$ cat src/rtl/parking_display.sv
// rtl/parking_display.sv - four-digit occupancy display with full/empty LEDs and entry-while-full alarm
//
// Purpose:
//   Shows "P", the current occupancy, "-" and the number of free spaces on a
//   multiplexed active-low 7-segment display. Blinks full_led while the lot is
//   full and raises a timed alarm when a car enters a full lot.
//
// Ports:
//   clk        system clock, all state on rising edge
//   reset      asynchronous active-low reset
//   count      occupancy from the car counter stage
//   carIn      one-cycle car entry pulse
//   seg        segment drive {g,f,e,d,c,b,a}, active-low
//   an         digit enables, active-low one-hot, an[3] leftmost
//   full_led   blinks while the lot is full
//   empty_led  steady high while the lot is empty
//   alarm      high while the entry-while-full alarm is active

module parking_display #(
    parameter int REFRESH_DIV = 50000,
    parameter int BLINK_DIV   = 12500000,
    parameter int CAPACITY    = 7
) (
    input  logic       clk,
    input  logic       reset,
    input  logic [2:0] count,
    input  logic       carIn,
    output logic [6:0] seg,
    output logic [3:0] an,
    output logic       full_led,
    output logic       empty_led,
    output logic       alarm
);

    localparam int RW = $clog2(REFRESH_DIV + 1);
    localparam int BW = $clog2(BLINK_DIV + 1);
    localparam logic [RW-1:0] REF_LAST   = RW'(REFRESH_DIV - 1);
    localparam logic [BW-1:0] BLINK_LAST = BW'(BLINK_DIV - 1);
    localparam logic [2:0]    CAP3       = 3'(CAPACITY);

    localparam logic [6:0] SEG_P     = 7'h0C;
    localparam logic [6:0] SEG_F     = 7'h0E;
    localparam logic [6:0] SEG_DASH  = 7'h3F;
    localparam logic [6:0] SEG_BLANK = 7'h7F;

    typedef enum logic {
        ST_IDLE,
        ST_ALARM
    } state_t;

    function automatic logic [6:0] glyph(input logic [2:0] v);
        logic [6:0] g;
        case (v)
            3'd0:    g = 7'h40;
            3'd1:    g = 7'h79;
            3'd2:    g = 7'h24;
            3'd3:    g = 7'h30;
            3'd4:    g = 7'h19;
            3'd5:    g = 7'h12;
            3'd6:    g = 7'h02;
            default: g = 7'h78;
        endcase
        return g;
    endfunction

    logic [2:0]    cnt_q, cnt_d;
    logic          full_q, full_d;
    logic          empty_q, empty_d;
    logic [RW-1:0] ref_cnt_q, ref_cnt_d;
    logic [1:0]    dig_q, dig_d;
    logic [BW-1:0] blink_cnt_q, blink_cnt_d;
    logic          blink_q, blink_d;
    state_t        state_q, state_d;
    logic [2:0]    left_q, left_d;
    logic [6:0]    seg_q, seg_d;
    logic [3:0]    an_q, an_d;
    logic          full_led_q, full_led_d;
    logic          alarm_q, alarm_d;

    logic          ref_tc;
    logic          blink_tc;
    logic [2:0]    free_cnt;

    always_comb begin
        cnt_d   = count;
        full_d  = (cnt_q >= CAP3);
        empty_d = (cnt_q == 3'd0);

        // Occupancy above capacity reads as zero free spaces.
        free_cnt = (cnt_q >= CAP3) ? 3'd0 : (CAP3 - cnt_q);

        ref_tc    = (ref_cnt_q == REF_LAST);
        ref_cnt_d = ref_tc ? '0 : ref_cnt_q + 1'b1;
        // 2-bit index wraps naturally 0 -> 3.
        dig_d     = ref_tc ? dig_q - 2'd1 : dig_q;

        blink_tc    = (blink_cnt_q == BLINK_LAST);
        blink_cnt_d = blink_tc ? '0 : blink_cnt_q + 1'b1;
        blink_d     = blink_q ^ blink_tc;

        // The digit shown is the one selected before this edge, so an and seg
        // always describe the same digit.
        an_d = ~(4'b0001 << dig_q);
        case (dig_q)
            2'd3:    seg_d = SEG_P;
            2'd2:    seg_d = glyph(cnt_q);
            2'd1:    seg_d = SEG_DASH;
            default: begin
                if (state_q == ST_ALARM && blink_q) begin
                    seg_d = SEG_BLANK;
                end else if (full_q) begin
                    seg_d = SEG_F;
                end else begin
                    seg_d = glyph(free_cnt);
                end
            end
        endcase

        // Entry decisions use the registered full flag, not the fresh compare.
        state_d = state_q;
        left_d  = left_q;
        case (state_q)
            ST_IDLE: begin
                if (carIn && full_q) begin
                    state_d = ST_ALARM;
                    left_d  = 3'd4;
                end
            end
            default: begin
                if (carIn && full_q) begin
                    left_d = 3'd4;
                end else if (blink_tc) begin
                    if (left_q <= 3'd1) begin
                        state_d = ST_IDLE;
                        left_d  = 3'd0;
                    end else begin
                        left_d = left_q - 3'd1;
                    end
                end
            end
        endcase

        alarm_d    = (state_d == ST_ALARM);
        full_led_d = full_d & blink_d;
    end

    always_ff @(posedge clk or negedge reset) begin
        if (!reset) begin
            cnt_q       <= 3'd0;
            full_q      <= 1'b0;
            empty_q     <= 1'b0;
            ref_cnt_q   <= '0;
            dig_q       <= 2'd3;
            blink_cnt_q <= '0;
            blink_q     <= 1'b0;
            state_q     <= ST_IDLE;
            left_q      <= 3'd0;
            seg_q       <= SEG_BLANK;
            an_q        <= 4'b1111;
            full_led_q  <= 1'b0;
            alarm_q     <= 1'b0;
        end else begin
            cnt_q       <= cnt_d;
            full_q      <= full_d;
            empty_q     <= empty_d;
            ref_cnt_q   <= ref_cnt_d;
            dig_q       <= dig_d;
            blink_cnt_q <= blink_cnt_d;
            blink_q     <= blink_d;
            state_q     <= state_d;
            left_q      <= left_d;
            seg_q       <= seg_d;
            an_q        <= an_d;
            full_led_q  <= full_led_d;
            alarm_q     <= alarm_d;
        end
    end

    assign seg       = seg_q;
    assign an        = an_q;
    assign full_led  = full_led_q;
    assign empty_led = empty_q;
    assign alarm     = alarm_q;

endmodule

$ cat config.mk
export PLATFORM = sky130hd
export DESIGN_NAME = parking_display
export DESIGN_NICKNAME = d
export VERILOG_FILES = /design/src/rtl/parking_display.sv
export SDC_FILE = /design/constraint.sdc
export NUM_CORES = 1
export LEC_CHECK = 0
export CAP_MARGIN = 20
export CORE_MARGIN = 10
export CORE_UTILIZATION = 43
export CTS_BUF_LIST = sky130_fd_sc_hd__clkbuf_8
export DETAILED_ROUTE_END_ITERATION = 10
export PLACE_DENSITY = 0.59
export RECOVER_POWER = 50
export SETUP_SLACK_MARGIN = 0.3
export SKIP_LAST_GASP = 1
export SLEW_MARGIN = 20
export SYNTH_ARGS = -nofsm -noshare
export SYNTH_HDL_FRONTEND = slang
export SYNTH_SLANG_ARGS = --single-unit
$ cat constraint.sdc
create_clock -name clk -period 2.4 [get_ports clk]
set_clock_uncertainty 0.1 [all_clocks]
set_input_delay 0.24 -clock clk [delete_from_list [all_inputs] [get_ports clk]]
set_output_delay 0.24 -clock clk [all_outputs]
set_load 0.02 [all_outputs]
==> load_flow_metrics.sql, run 1 <==
INSERT INTO impl_metrics (metric_group, metric, value, unit) VALUES
('setup_path', 'worst-endpoint-arrival', '2.38', 'ns'),
('placed_design', 'globalplace.congestion', '0.8084', ''),
('setup_path', 'critical_path.cell_chain', 'or4b_1 > or4_4 > nor4b_4 > buf_4 > clkbuf_16 > nor2_1', ''),
('power', 'irDropWorstVdd', '0.4494', 'mV'),
('layout', 'antenna_cells', '0', ''),
('global_route', 'largest_net_degree_at_the_start_of_global_routing', '21', ''),
('yosys', 'post-synth-top-area-cell', 'sky130_fd_sc_hd__dfrtp_1', ''),
('detailed_routing', 'route.vias.total', '2085', ''),
('power', 'internal_power', '1.814', 'mW'),
('timing', 'timing.slew.headroom', '28.55', '%'),
('placed_design', 'dpl-instance-area', '0.003304', 'sq mm'),
('yosys', 'yosysUniqueCellTypes', '39', ''),
('detailed_routing', 'drt_first_iter_violations', '65', ''),
('layout', 'area.growth.synth_to_final', '20.86', '%'),
('timing', 'rsz0062_at_grt', 'yes', ''),
('yosys', 'synthTopCellsByArea', 'sky130_fd_sc_hd__dfrtp_1 (43%), sky130_fd_sc_hd__dfstp_2 (11%), sky130_fd_sc_hd__xor2_1 (5.6%)', ''),
('setup_path', 'path_depth', '6', ''),
('power', 'fin_total_pwr', '2.284', 'mW'),
('setup_path', 'critPathSlowestCell', 'sky130_fd_sc_hd__or4b_1', ''),
('timing', 'setup-violations-final', '0', ''),
('setup_path', 'cp.buffers_inverters', '2', ''),
('yosys', 'dominantRegCellSynth', 'sky130_fd_sc_hd__dfrtp_1', ''),
('placed_design', 'dpl_worst_slack', '0.1482', 'ns'),
('timing', 'timing.final.crit_share', '93.99', '%'),
('yosys', 'ys_async_sr_fraction', '100.0', '%'),
('detailed_routing', 'totalWireLength', '5637', 'microns'),
('yosys', 'postSynthRegisterBits', '64', ''),
('run_status', 'outcome', 'completed', ''),
('power', 'p_sw_share', '20.56', '%'),
('floorplan', 'initial_core_util', '44.20', '%'),
('global_route', 'grt_pass1_wl', '9646', 'microns'),
('floorplan', 'die_area', '0.01068', 'sq mm'),
('detailed_routing', 'drt-pass1-iter-count', '4', ''),
('cts', 'insertion_delay', '0.34', 'ns'),
('hold_path', 'whs_path_depth', '1', ''),
('placed_design', 'dpl.hpwl', '4022', 'microns'),
('cts', 'cts.htree.levels', '3', ''),
('setup_path', 'worstSetupStartpointType', 'flop', ''),
('power', 'power-per-cell-area', '632.6', 'mW/mm^2'),
('detailed_routing', 'avgRoutedWirePerCell', '13.92', 'microns'),
('global_route', 'grt_antenna_before_repair', '0', ''),
('global_route', 'grt-ovfl-total', '0', ''),
('cts', 'cts_root_buffer', 'sky130_fd_sc_hd__clkbuf_8', ''),
('cts', 'clkSinkCount', '64', ''),
('setup_path', 'worst_path_dominant_cell_family', 'simple AND/OR/NAND/NOR gates', ''),
('detailed_routing', 'drt-vias-per-instance', '5.148', ''),
('global_route', 'grt_pass1_vias', '2037', ''),
('global_route', 'grt_use_total', '11.57', '%'),
('detailed_routing', 'drtAntennaViolNets', '0', ''),
('yosys', 'mapped_area', '0.002987', 'sq mm'),
('timing', 'finalMaxSlewViolations', '0', ''),
('power', 'netSwitchingPower', '0.4695', 'mW'),
('timing', 'worst_hold_slack', '0.3548', 'ns'),
('floorplan', 'fp.dieW', '103.3', 'microns'),
('floorplan', 'placeableCoreArea', '0.006756', 'sq mm'),
('yosys', 'synth_fp_nets', '298', ''),
('timing', 'period_needed', '2.256', 'ns'),
('setup_path', 'timing_worst_setup_path_type', 'flop to flop', ''),
('timing', 'timing_worst_slew_pin_value', '1.072', 'ns'),
('cts', 'cts_made_buffers', '9', ''),
('power', 'share_comb_of_total_power', '4.8', '%'),
('power', 'pwr-share-seq', '49.0', '%'),
('job', 'maxCapViolations', '0', ''),
('cts', 'cts.clk_slew.worst_paths', '0.07', 'ns'),
('yosys', 'netlist_instances', '283', ''),
('timing', 'fin_ws', '0.1442', 'ns'),
('floorplan', 'die_height', '103.3', 'microns'),
('power', 'leakagePower', '1.594', 'nW'),
('detailed_routing', 'drc', '0', ''),
('cts', 'tritoncts', 'built', ''),
('yosys', 'synth.yosys.warnings', '0', '');
==> worst paths after layout <==
check | from | endpoint
max | blink_cnt_q[16] | blink_cnt_q[15]
min | count[2] | cnt_q[2]
max reg2reg | blink_cnt_q[16] | blink_cnt_q[15]
min reg2reg | ref_cnt_q[15] | ref_cnt_q[15]
max in group asynchronous | reset | blink_cnt_q[6]
min in group asynchronous | reset | blink_cnt_q[17]
==> worst register-to-register path, cell delays in order (launching register included) <==
cell and delay [ns]:
sky130_fd_sc_hd__dfrtp_1 0.37, sky130_fd_sc_hd__or4b_1 0.51, sky130_fd_sc_hd__or4_4 0.47, sky130_fd_sc_hd__nor4b_4 0.30, sky130_fd_sc_hd__buf_4 0.21, sky130_fd_sc_hd__clkbuf_16 0.15
sky130_fd_sc_hd__nor2_1 0.04
==> power groups by stage <==
stage	sequential [mW]	clock (mW)	combinational, mW
detailed placement	1.14	0	0.115
global route	1.12	1.14	0.124
floorplan	1.15	0	0.0410
finish	1.12	1.05	0.110
global placement	1.14	0	0.115
CTS	1.12	1.09	0.117
==> state kept, by name, indices dropped and copies added, names as in the netlist <==
register	cells
left_q	3
cnt_q	3
ref_cnt_q	16
empty_led	1
blink_cnt_q	24
an	4
blink_q	1
alarm	1
full_q	1
full_led	1
seg	7
dig_q	2
==> routing by layer <==
metal	vias up	GRT usage [%]	share of wire [%]
li1	1048	-	-
met1	995	14.75	48
met2	32	16.81	45
met3	10	4.585	5.1
met4	0	5.348	1.8
met5	-	0	0
==> layout by cell type, fill, tap and decap left out, types with 3 or more instances in the layout <==
| cell | instances |
|---|---|
| sky130_fd_sc_hd__nand2_1 | 27 |
| sky130_fd_sc_hd__mux2i_1 | 3 |
| sky130_fd_sc_hd__nor2b_1 | 5 |
| sky130_fd_sc_hd__dfrtp_1 | 51 |
| sky130_fd_sc_hd__and4_1 | 4 |
| sky130_fd_sc_hd__a21oi_1 | 7 |
| sky130_fd_sc_hd__and3_1 | 9 |
| sky130_fd_sc_hd__nor3_1 | 4 |
| sky130_fd_sc_hd__buf_4 | 8 |
| sky130_fd_sc_hd__dfstp_2 | 11 |
| sky130_fd_sc_hd__xnor2_1 | 15 |
| sky130_fd_sc_hd__o21ai_0 | 9 |
| sky130_fd_sc_hd__clkbuf_8 | 12 |
| sky130_fd_sc_hd__nor2_1 | 28 |
| sky130_fd_sc_hd__a22o_1 | 3 |
| sky130_fd_sc_hd__clkdlybuf4s50_1 | 15 |
| sky130_fd_sc_hd__nand4_1 | 9 |
| sky130_fd_sc_hd__nand3_1 | 18 |
| sky130_fd_sc_hd__dlygate4sd3_1 | 4 |
| sky130_fd_sc_hd__inv_1 | 14 |
| sky130_fd_sc_hd__ha_1 | 9 |
| sky130_fd_sc_hd__xor2_1 | 19 |
| sky130_fd_sc_hd__and2_1 | 3 |
| sky130_fd_sc_hd__nor4_1 | 4 |
==> kinds of logic (layout without fill, tap and decap cells) <==
logic type                 Yosys count  after routing  synth area share (%)
muxes                                3              3                 1.005
xor gates and xnor gates            34             34                 9.971
adders and majority gates           10             10                 4.106
buffers and inverters               19             61                 2.430
DFF                                 64             64                 54.17
and+or+nand+nor                    122            122                 21.74
AOI/OAI and AO/OA                   31             31                 6.578
==> cell usage after synthesis, types with 9 or more instances <==
master,n
sky130_fd_sc_hd__nand2_1,27
sky130_fd_sc_hd__dfrtp_1,51
sky130_fd_sc_hd__and3_1,9
sky130_fd_sc_hd__xnor2_1,15
sky130_fd_sc_hd__o21ai_0,10
sky130_fd_sc_hd__dfstp_2,13
sky130_fd_sc_hd__inv_1,12
sky130_fd_sc_hd__ha_1,9
sky130_fd_sc_hd__nand3_1,18
sky130_fd_sc_hd__nand4_1,9
sky130_fd_sc_hd__xor2_1,19
sky130_fd_sc_hd__nor2_1,30
==> area by class of cell <==
cell class,instances,area [sq um]
Fill cell,602,3147
Clock buffer,12,165.2
Timing Repair Buffer,33,307.8
Sequential cell,64,1618
Clock inverter,4,67.56
Inverter,12,45.04
Tap cell,80,100.1
Multi-Input combinational cell,200,1306
==> per-stage QoR <==
stage          utilization, %  instances
2_1_floorplan               -        283
3_3_place_gp            48.91        383
3_5_place_dp            48.91        383
4_1_cts                 52.72        402
5_1_grt                 53.43        405
6_report                53.43        405
==> what timing repair did <==
| action | CTS | global route |
|---|---|---|
| setup endpoints to repair | 19 | 21 |
| resized for setup | 0 | 5 |
| pin swaps | 3 | 6 |
| hold buffers | 1 | 0 |
| cloned | 0 | 1 |
| buffers inserted | 2 | 2 |
| endpoints found under the hold margin | 16 | 0 |
Note: power is estimated with default switching activity, not from simulation.
==> run 2, diff against run 1 <==
--- a/config.mk
+++ b/config.mk
@@ -12,4 +12,2 @@
 export DETAILED_ROUTE_END_ITERATION = 10
-export PLACE_DENSITY = 0.59
-export RECOVER_POWER = 50
 export SETUP_SLACK_MARGIN = 0.3
==> constraint.sdc (replaced) <==
create_clock -name clk -period 2.4 [get_ports clk]
set_clock_uncertainty 0.1 [all_clocks]
set_input_delay 0.48 -clock clk [delete_from_list [all_inputs] [get_ports clk]]
set_output_delay 0.48 -clock clk [all_outputs]
set_load 0.02 [all_outputs]
==> run 2 against run 1 <==
  * The run now ends with hold timing left
  * Setup slack better by 0.014 ns
  * Die area did not move
  * Flip-flop and latch count unchanged
  * Sequential power about the same
  * Non-clock buffer count shrank 3
  * Critical path depth unchanged
  * Utilization down 1.2 points
  * Sequential share of layout area is 1.0 points higher
  * Count of clock-buffer cells in the layout is 2 lower
  * Critical endpoint is now full_led
==> load_flow_metrics.sql, run 2 (synthesized netlist as in run 1, its figures left out) <==
INSERT INTO impl_metrics (metric_group, metric, value, unit) VALUES
('run_status', 'outcome', 'finished, violations left', ''),
('run_status', 'failing_checks', 'hold timing', ''),
('timing', 'worst_hold_slack', '-0.002302', 'ns'),
('timing', 'rsz0062_at_grt', 'yes', ''),
('setup_path', 'critical_path.max_fanout', '4', ''),
('timing', 'fin_setup_tns', '0', 'ns'),
('layout', 'most-common-layout-cells', 'sky130_fd_sc_hd__dfrtp_1 (51), sky130_fd_sc_hd__nand2_1 (26), sky130_fd_sc_hd__nor2_1 (25)', ''),
('layout', 'largest-register', 'blink_cnt_q', ''),
('cts', 'cts.htree.levels', '3', ''),
('detailed_routing', 'drt-pass1-iter-count', '6', ''),
('floorplan', 'fp.dieW', '103.3', 'microns'),
('cts', 'cts.clk_slew.worst_paths', '0.07', 'ns'),
('layout', 'antenna_cells', '0', ''),
('setup_path', 'critical_path.cell_chain', 'or4b_1 > or4_4 > nor4b_4 > buf_4 > xor2_2 > and2_1', ''),
('layout', 'largest_register_ff_count', '24', ''),
('power', 'internal_power', '1.542', 'mW'),
('placed_design', 'globalplace.congestion', '0.7879', ''),
('setup_path', 'worstSetupStartpointType', 'flop', ''),
('hold_path', 'hold_class', 'input port to asynchronous set/reset pin', ''),
('power', 'irDropWorstVdd', '0.5707', 'mV'),
('global_route', 'largest_net_degree_at_the_start_of_global_routing', '32', ''),
('global_route', 'grt_pass1_vias', '2079', ''),
('cts', 'tritoncts', 'built', ''),
('layout', 'final_common_cell', 'sky130_fd_sc_hd__dfrtp_1', ''),
('floorplan', 'top_level_ports', '20', ''),
('timing', 'timing.slew.headroom', '67.00', '%'),
('floorplan', 'rows', '30', ''),
('setup_path', 'worst-r2r-cell-count', '6', ''),
('global_route', 'grt_use_total', '11.37', '%'),
('power', 'p_sw_share', '23.60', '%'),
('global_route', 'grt_pass1_wl', '9494', 'microns'),
('global_route', 'grt-ovfl-total', '0', ''),
('floorplan', 'die_area', '0.01068', 'sq mm'),
('setup_path', 'critPathSlowestCell', 'sky130_fd_sc_hd__or4b_1', ''),
('setup_path', 'worst-endpoint-arrival', '2.43', 'ns'),
('detailed_routing', 'drc', '0', ''),
('timing', 'timing_hold_violations_final', '9', ''),
('job', 'maxCapViolations', '0', ''),
('timing', 'setup-violations-final', '0', ''),
('cts', 'post_cts_hold_buffer_count', '0', ''),
('power', 'p_clk_share', '38.9', '%'),
('power', 'share_comb_of_total_power', '5.6', '%'),
('detailed_routing', 'avgRoutedWirePerCell', '13.89', 'microns'),
('floorplan', 'placeableCoreArea', '0.006756', 'sq mm'),
('placed_design', 'place.port_buffers', '19', ''),
('power', 'netSwitchingPower', '0.4763', 'mW'),
('power', 'power-per-cell-area', '571.5', 'mW/mm^2'),
('detailed_routing', 'totalWireLength', '5583', 'microns'),
('power', 'pwr-share-seq', '55.5', '%'),
('setup_path', 'worst_setup_path_end_kind', 'flop', ''),
('cts', 'insertion_delay', '0.34', 'ns'),
('detailed_routing', 'drt-vias-per-instance', '5.142', ''),
('placed_design', 'dpl.hpwl', '3850', 'microns'),
('timing', 'timing_worst_slew_pin_value', '0.4950', 'ns'),
('cts', 'cts_made_buffers', '9', ''),
('cts', 'clkSinkCount', '64', ''),
('timing', 'clock.fmax', '0.4461', 'GHz'),
('setup_path', 'timing_worst_setup_path_type', 'flop to flop', ''),
('detailed_routing', 'drt_first_iter_violations', '62', ''),
('layout', 'area.growth.synth_to_final', '18.22', '%'),
('layout', 'post_route_cells_drive_above_1_share', '15.22', '%'),
('timing', 'timing.final.crit_share', '93.40', '%'),
('timing', 'period_needed', '2.242', 'ns'),
('setup_path', 'cpPeakStageDelay', '0.47', 'ns'),
('setup_path', 'crit_required', '2.58', 'ns'),
('layout', 'layout.cells.non_filler', '402', ''),
('detailed_routing', 'drtAntennaViolNets', '0', ''),
('layout', 'finish.net_count', '332', ''),
('placed_design', 'dp.cells', '382', ''),
('cts', 'cts.path.max_buffers', '2', ''),
('cts', 'cts_root_buffer', 'sky130_fd_sc_hd__clkbuf_8', ''),
('global_route', 'grt_antenna_before_repair', '0', ''),
('timing', 'finalMaxSlewViolations', '0', ''),
('power', 'leakagePower', '1.552', 'nW'),
('floorplan', 'initial_core_util', '44.20', '%'),
('floorplan', 'die_height', '103.3', 'microns'),
('detailed_routing', 'route.vias.total', '2067', '');
-- run 2: cell count changes in the layout (fill, tap and decap cells not counted), sizes merged --
cell | previous run | this run
clkbuf | 17 | 11
clkinv | 0 | 4
dlygate4sd3 | 4 | 0
clkdlybuf4s50 | 15 | 18
bufinv | 2 | 0
buf | 9 | 11
-- run 2: layer usage --
metal	routed length (microns)	share of wire (%)	track usage (%)
met3	214	3.8	4.518
met2	2562	46	17.54
met1	2707	48	14.06
met5	0	0	0
met4	98	1.8	4.171
-- run 2: final cells by class --
cell class	instances	area, sq um
Clock buffer	10	137.6
Clock inverter	6	27.53
Fill cell	601	3226
Inverter	12	45.04
Multi-Input combinational cell	200	1319
Sequential cell	64	1618
Tap cell	80	100.1
Timing Repair Buffer	30	284.0
-- run 2: through the flow --
step,instance area [sq um],hold WS (ns),setup slack (ns),utilization (%),total power [mW]
2_1_floorplan,2989,0.08441,0.2222,-,1.188
3_3_place_gp,3309,0.3636,0.1513,48.98,1.254
3_5_place_dp,3309,0.3758,0.1365,48.98,1.255
4_1_cts,3523,0.004502,0.1661,52.15,2.054
5_1_grt,3531,0.02529,0.06015,52.26,2.107
6_report,3531,-0.002302,0.1583,52.26,2.018
-- run 2: final timing paths --
path / startpoint / slack, ns / endpoint
min in group clk: ref_cnt_q[15] / 0.39 / ref_cnt_q[15]
worst min-delay path: reset / -0.002 / blink_cnt_q[14]
max in group asynchronous: reset / 1.55 / seg[0]
worst min register to register: ref_cnt_q[15] / 0.39 / ref_cnt_q[15]
worst max-delay path: blink_cnt_q[22] / 0.16 / full_led
worst max register to register: blink_cnt_q[22] / 0.16 / full_led
-- run 2: timing repair --
action | in CTS | in global routing
buffers inserted | 3 | 0
setup endpoints to repair | 19 | 21
resized for setup | 6 | 3
pin swaps | 3 | 0
gates cloned | 1 | 0
-- run 2: worst max-delay path: cells and delay by family, from the launching register on --
family	cells	cell delay, ns
simple gates	4	1.33
xor+xnor	1	0.15
buf+inv	1	0.19
flops	1	0.42
-- run 2: power by group through the flow --
stage	Clock, mW	Sequential, mW	Combinational [mW]
2_1_floorplan	0	1.15	0.0410
3_3_place_gp	0	1.14	0.115
3_5_place_dp	0	1.14	0.115
4_1_cts	0.819	1.12	0.116
5_1_grt	0.859	1.12	0.127
6_report	0.786	1.12	0.113
